--- src/rtl/switch_box_cfg.sv ---
// switch_box_cfg: four-sided routing switch box with W tracks per side, configured over
// a serial shadow chain and committed atomically into the active configuration.
module switch_box_cfg #(
  parameter int W = 4
) (
  input  logic         clk,
  input  logic         rst_n,
  input  logic [W-1:0] n_in,
  input  logic [W-1:0] e_in,
  input  logic [W-1:0] s_in,
  input  logic [W-1:0] w_in,
  output logic [W-1:0] n_out,
  output logic [W-1:0] e_out,
  output logic [W-1:0] s_out,
  output logic [W-1:0] w_out,
  input  logic         cfg_en,
  input  logic         cfg_in,
  output logic         cfg_out,
  input  logic         cfg_commit,
  output logic         cfg_loaded
);

  localparam int CFG_BITS = 12 * W;
  localparam int CNT_W    = $clog2(CFG_BITS + 1);
  localparam logic [CNT_W-1:0] CNT_MAX = CNT_W'(CFG_BITS);

  logic [CFG_BITS-1:0] shadow;
  logic [CFG_BITS-1:0] active;
  logic [CNT_W-1:0]    cnt;

  logic [3:0][W-1:0] din;
  logic [3:0][W-1:0] sel_val;
  logic [3:0][W-1:0] oreg;
  logic [3:0][W-1:0] dout;

  // Commit reads the pre-edge shadow, so a concurrent shift never leaks into active.
  always_ff @(posedge clk or negedge rst_n) begin
    if (!rst_n) begin
      shadow <= '0;
      active <= '0;
      cnt    <= '0;
    end else begin
      if (cfg_en)
        shadow <= {shadow[CFG_BITS-2:0], cfg_in};
      if (cfg_commit)
        active <= shadow;
      if (cfg_commit)
        cnt <= cfg_en ? CNT_W'(1) : '0;
      else if (cfg_en && (cnt != CNT_MAX))
        cnt <= cnt + CNT_W'(1);
    end
  end

  always_ff @(posedge clk or negedge rst_n) begin
    if (!rst_n)
      oreg <= '0;
    else
      oreg <= sel_val;
  end

  assign din = {w_in, s_in, e_in, n_in};

  // Side index order N=0, E=1, S=2, W=3 makes opposite/next/previous simple mod-4 offsets.
  for (genvar s = 0; s < 4; s++) begin : g_side
    for (genvar i = 0; i < W; i++) begin : g_track
      localparam int BASE  = (s * W + i) * 3;
      localparam int OPP   = (s + 2) % 4;
      localparam int NEXT  = (s + 1) % 4;
      localparam int PREV  = (s + 3) % 4;
      localparam int TWIST = (i + 1) % W;

      logic [1:0] sel;
      assign sel = active[BASE+1:BASE];

      assign sel_val[s][i] = (sel == 2'b01) ? din[OPP][i]  :
                             (sel == 2'b10) ? din[NEXT][i] :
                             (sel == 2'b11) ? din[PREV][TWIST] : 1'b0;

      assign dout[s][i] = active[BASE+2] ? oreg[s][i] : sel_val[s][i];
    end
  end

  assign n_out = dout[0];
  assign e_out = dout[1];
  assign s_out = dout[2];
  assign w_out = dout[3];

  assign cfg_out    = shadow[CFG_BITS-1];
  assign cfg_loaded = (cnt == CNT_MAX);

endmodule

--- config.mk ---
export PLATFORM = sky130hd
export DESIGN_NAME = switch_box_cfg
export DESIGN_NICKNAME = d
export VERILOG_FILES = /design/src/rtl/switch_box_cfg.sv
export SDC_FILE = /design/constraint.sdc
export NUM_CORES = 1
export LEC_CHECK = 0
export ABC_AREA = 0
export CAP_MARGIN = 15
export CORE_MARGIN = 5
export CORE_UTILIZATION = 28
export CTS_BUF_LIST = sky130_fd_sc_hd__clkbuf_8
export CTS_CLUSTER_DIAMETER = 200
export CTS_CLUSTER_SIZE = 25
export DETAILED_ROUTE_END_ITERATION = 8
export GPL_ROUTABILITY_DRIVEN = 0
export PLACE_DENSITY = 0.53
export SETUP_SLACK_MARGIN = 0.4
export SLEW_MARGIN = 20
export SYNTH_ARGS = -nofsm -noshare
export SYNTH_HDL_FRONTEND = slang
export SYNTH_SLANG_ARGS = --single-unit
export TNS_END_PERCENT = 100
--- constraint.sdc ---
create_clock -name clk -period 2.25 [get_ports clk]
set_input_delay 0.45 -clock clk [delete_from_list [all_inputs] [get_ports clk]]
set_output_delay 0.45 -clock clk [all_outputs]
set_load 0.02 [all_outputs]
## Yosys cells after proc, flatten, opt, wreduce, memory -nomap -nowiden

Cells that the tools add are included.

- Add/subtract/negate cells: 1
- Equality and inequality tests: 50
- Muxes and demuxes: 67
- Reduce and logical (&&, ||, !) cells: 2

Operators by type and width:

| cell | number |
|---|---|
| two-way mux 1 bit | 65 |
| equality test 2 bit, second input constant | 32 |
| equality test 2 x 1 -> 1 bit, second input constant | 16 |
| two-way mux 6 bit | 2 |
| adder 6 x 1 -> 6 bit, second input constant | 1 |
| equality test 6 bit, second input constant | 1 |
| != test 6 bit, second input constant | 1 |
| nonzero test 2 bit | 1 |
| logical AND 1 bit | 1 |

- Flip-flop bits (word level): 118
- Bits of input ports: 21
- Output and inout port bits: 18
- Logic and storage cells: 127

## Logic depth before layout (Yosys ltp)

- Depth in word-level cells: 5
- Gate-level depth with buffers: 5
- Gate-level depth less buffers: 5

## Least setup slack after synthesis

No wires, ideal clock.

- Kind: reg2out
- From: reg cnt[2]
- To: out cfg_loaded
- Arrival: 1.072 ns
- Data required time: 1.800 ns
- Path slack: 0.728 ns
- Stages on the path, launching flop included: 3
- Buffers on the path: 0
- Cells stage by stage: dfrtp_1 > nor3b_2 > nor2b_1

- Cells in the longest elaborated chain, start to end: 1

Ends and longest elaborated chain:

| what | RTL line | source |
|---|---|---|
| start: declaration | 29 | `logic [CNT_W-1:0] cnt;` |
| start signal: assignment | 48 | `cnt <= cfg_en ? CNT_W'(1) : '0;` |
| start signal: assignment | 50 | `cnt <= cnt + CNT_W'(1);` |
| equality test 6 bit | 89 | `assign cfg_loaded = (cnt == CNT_MAX);` |
| end: declaration | 20 | `output logic cfg_loaded` |

Every way passes these cells.

==> impl_metrics.env <==
export IMPL_synth_area_per_cell_um2=15.2
export IMPL_cp_slowest_cell="dfrtp_1"
export IMPL_final_cell_mix="118 x dfrtp_1, 99 x mux2_2, 39 x buf_4, 32 x mux2i_1, 25 x buf_6"
export IMPL_regArea_um2=2950
export IMPL_numClockSinks=118
export IMPL_yosys_warnings=0
export IMPL_ir_drop_uv=555
export IMPL_detail_route_vias_per_cell=4.39
export IMPL_syn2layout_area_growth_pct=30.5
export IMPL_slew_headroom_pct=64.3
export IMPL_cp_top_family="multiplexers"
export IMPL_p_total_w=0.00678
export IMPL_h_tree_depth=4
export IMPL_fp_dieArea_um2=20200
export IMPL_grt_setup_unrepaired="yes"
export IMPL_wl_um=10200
export IMPL_antenna_found_initial=0
export IMPL_grt_pass1_wl_um=16700
export IMPL_instances_no_fill=655
export IMPL_synthCells=323
export IMPL_worstSkewPairLatency_ns=0.44
export IMPL_setup_viol=0
export IMPL_required_ns=1.80
export IMPL_grt_ovfl_total=0
export IMPL_dieWidth_um=142
export IMPL_skew_ns=0.00639
export IMPL_cts_made_buffers=17
export IMPL_critPathMaxFanout=3
export IMPL_drive_gt1_share_pct=50.9
export IMPL_min_path_type="in -> reg"
export IMPL_maxCapViolations=0
export IMPL_drtPass1Iterations=4
export IMPL_dp_hpwl_um=6720
export IMPL_cp_cell_sequence="mux2i_1 > mux2i_1 > buf_4 > mux2_4 > buf_6"
export IMPL_grt_max_degree=45
export IMPL_clk_pin_slew_ns=0.07
export IMPL_ant_nets=0
export IMPL_syn_area_um2=4900
export IMPL_status="complete, no violations"
export IMPL_ys_ff_latch=118
export IMPL_layout_setup_ws_ns=0.140
export IMPL_cts_tree="done"
export IMPL_final_common_cell="dfrtp_1"
export IMPL_p_leak_nw=3.03
export IMPL_initial_core_util_pct=28.4
export IMPL_grt_pass1_vias=3181
export IMPL_io_pins=39
export IMPL_clock_fmax_mhz=474
export IMPL_die_h_um=142
export IMPL_reg2reg_slack_ns=0.38
export IMPL_final_nets=440
export IMPL_path_class="reg -> out"
export IMPL_dp_cells=584
export IMPL_clk_path_buf_depth=2
export IMPL_p_per_area_nw_per_um2=1060
export IMPL_multi_input_area_um2=1950
export IMPL_synthFlopType="dfrtp_1"
export IMPL_synth_nets=346
export IMPL_grtUsageTotal_pct=10.8
export IMPL_hold_viol_final=0
export IMPL_critPathBufInv=2
export IMPL_critPathCaptureType="output pin"
export IMPL_start_kind="flop"
export IMPL_num_vias=2876
export IMPL_port_buffers=38
export IMPL_ys_types=24
export IMPL_fin_crit_ns=2.11
export IMPL_synth_sequential_area_ratio_pct=60.3
export IMPL_cts_root_buffer="clkbuf_8"
export IMPL_worst_pin_slew_ns=0.536
export IMPL_post_route_period_util_pct=93.8
export IMPL_route_detailed_drc=0
export IMPL_antenna_cells=0
export IMPL_cpMostUsedCell="mux2i_1"
export IMPL_core_um2=17200
export IMPL_max_stage_delay_ns=0.39
export IMPL_final_core_util_pct=37.1
export IMPL_rows=48
export IMPL_synth_edf_count=0
export IMPL_drtIter0Drc=95
export IMPL_routedWlPerCell_um=15.6
export IMPL_cp_data_arrival_time_ns=1.66
export IMPL_post_place_ws_ns=-0.522
export IMPL_nFillCells=1663
export IMPL_async_flop_share_pct=100
export IMPL_maxSlewViolCount=0
-- worst reg2reg max path, delay by kind of cell, from the launching register on --
kind / cells / cell delay (ns)
flops: 1 / 0.36
buf+inv: 10 / 1.07
mux: 2 / 0.32
-- layer usage --
layer  part of all wire (%)  up-vias  track usage [%]  wire length [µm]
met5                      0        -                0                 0
met4                    1.3        0             4.24               130
met3                    3.8       11             3.56               385
met2                     47       37             16.2              4770
met1                     48     1482             14.5              4940
li1                       -     1346                -                 -
-- registers in the layout, summed over array words and instances, names as in the netlist --
register / count
active: 48
shadow: 48
oreg: 16
cnt: 6
-- path summary, 6_finish.rpt --
kind / to / from / cells past startpoint
max: n_out[2] / active[7] / 5
min: cnt[1] / cfg_en / 3
max reg2reg: oreg[8] / active[25] / 12
min reg2reg: oreg[14] / active[42] / 1
max in group asynchronous: active[36] / rst_n / 3
min in group asynchronous: cnt[1] / rst_n / 2
-- cell type report --
type | instances | share of cell area [%]
Clock inverter | 10 | 1.61
Clock buffer | 22 | 4.74
Sequential cell | 118 | 46.2
Tap cell | 225 | 4.40
Timing Repair Buffer | 87 | 12.4
Multi-Input combinational cell | 191 | 30.5
Inverter | 2 | 0.117
-- what timing repair did --
item / 4_1_cts / 5_1_grt
gates cloned: 0 / 0
buffers inserted: 31 / 7
gates resized for setup: 130 / 20
setup endpoints to repair: 18 / 18
hold buffers: 1 / 0
hold endpoints to repair: 19 / 0
pin swaps: 1 / 1
-- through the flow --
| stage | hold WS [ns] | setup TNS, ns | instance area [µm²] |
|---|---|---|---|
| 6_report | 0.361 | 0 | 6390 |
| 5_1_grt | 0.358 | 0 | 6390 |
| 4_1_cts | 0.339 | 0 | 6270 |
| 3_5_place_dp | 0.475 | -6.54 | 5580 |
| 3_3_place_gp | 0.472 | -6.49 | 5580 |
| 2_1_floorplan | 0.154 | 0 | 4900 |
-- synth_stat cells, types with 3 or more instances --
| cell | n | share of area (%) |
|---|---|---|
| mux2i_1 | 33 | 6.7 |
| dfrtp_1 | 118 | 60 |
| buf_4 | 4 | 0.61 |
| mux2_2 | 113 | 26 |
| nor2_1 | 3 | 0.23 |
| buf_2 | 8 | 0.82 |
| nand2_1 | 21 | 1.6 |
-- cells by family (layout without fill, tap and decap cells) --
family,Yosys count,in the layout,synth area share [%]
mux,146,146,32.7
flops,118,118,60.3
simple gates,35,35,3.68
buf+inv,14,121,1.58
compound gates,6,6,0.843
fa+ha+maj,2,2,0.511
xor+xnor,2,2,0.358
-- report_power, final --
| part | switching [W] | internal, W | total [W] | leakage (nW) |
|---|---|---|---|---|
| clock network | 0.000836 | 0.00111 | 0.00195 | 0.213 |
| registers | 0.000354 | 0.00266 | 0.00301 | 1.54 |
| logic | 0.000661 | 0.00116 | 0.00182 | 1.28 |
Note: power is estimated with default switching activity, not from simulation.
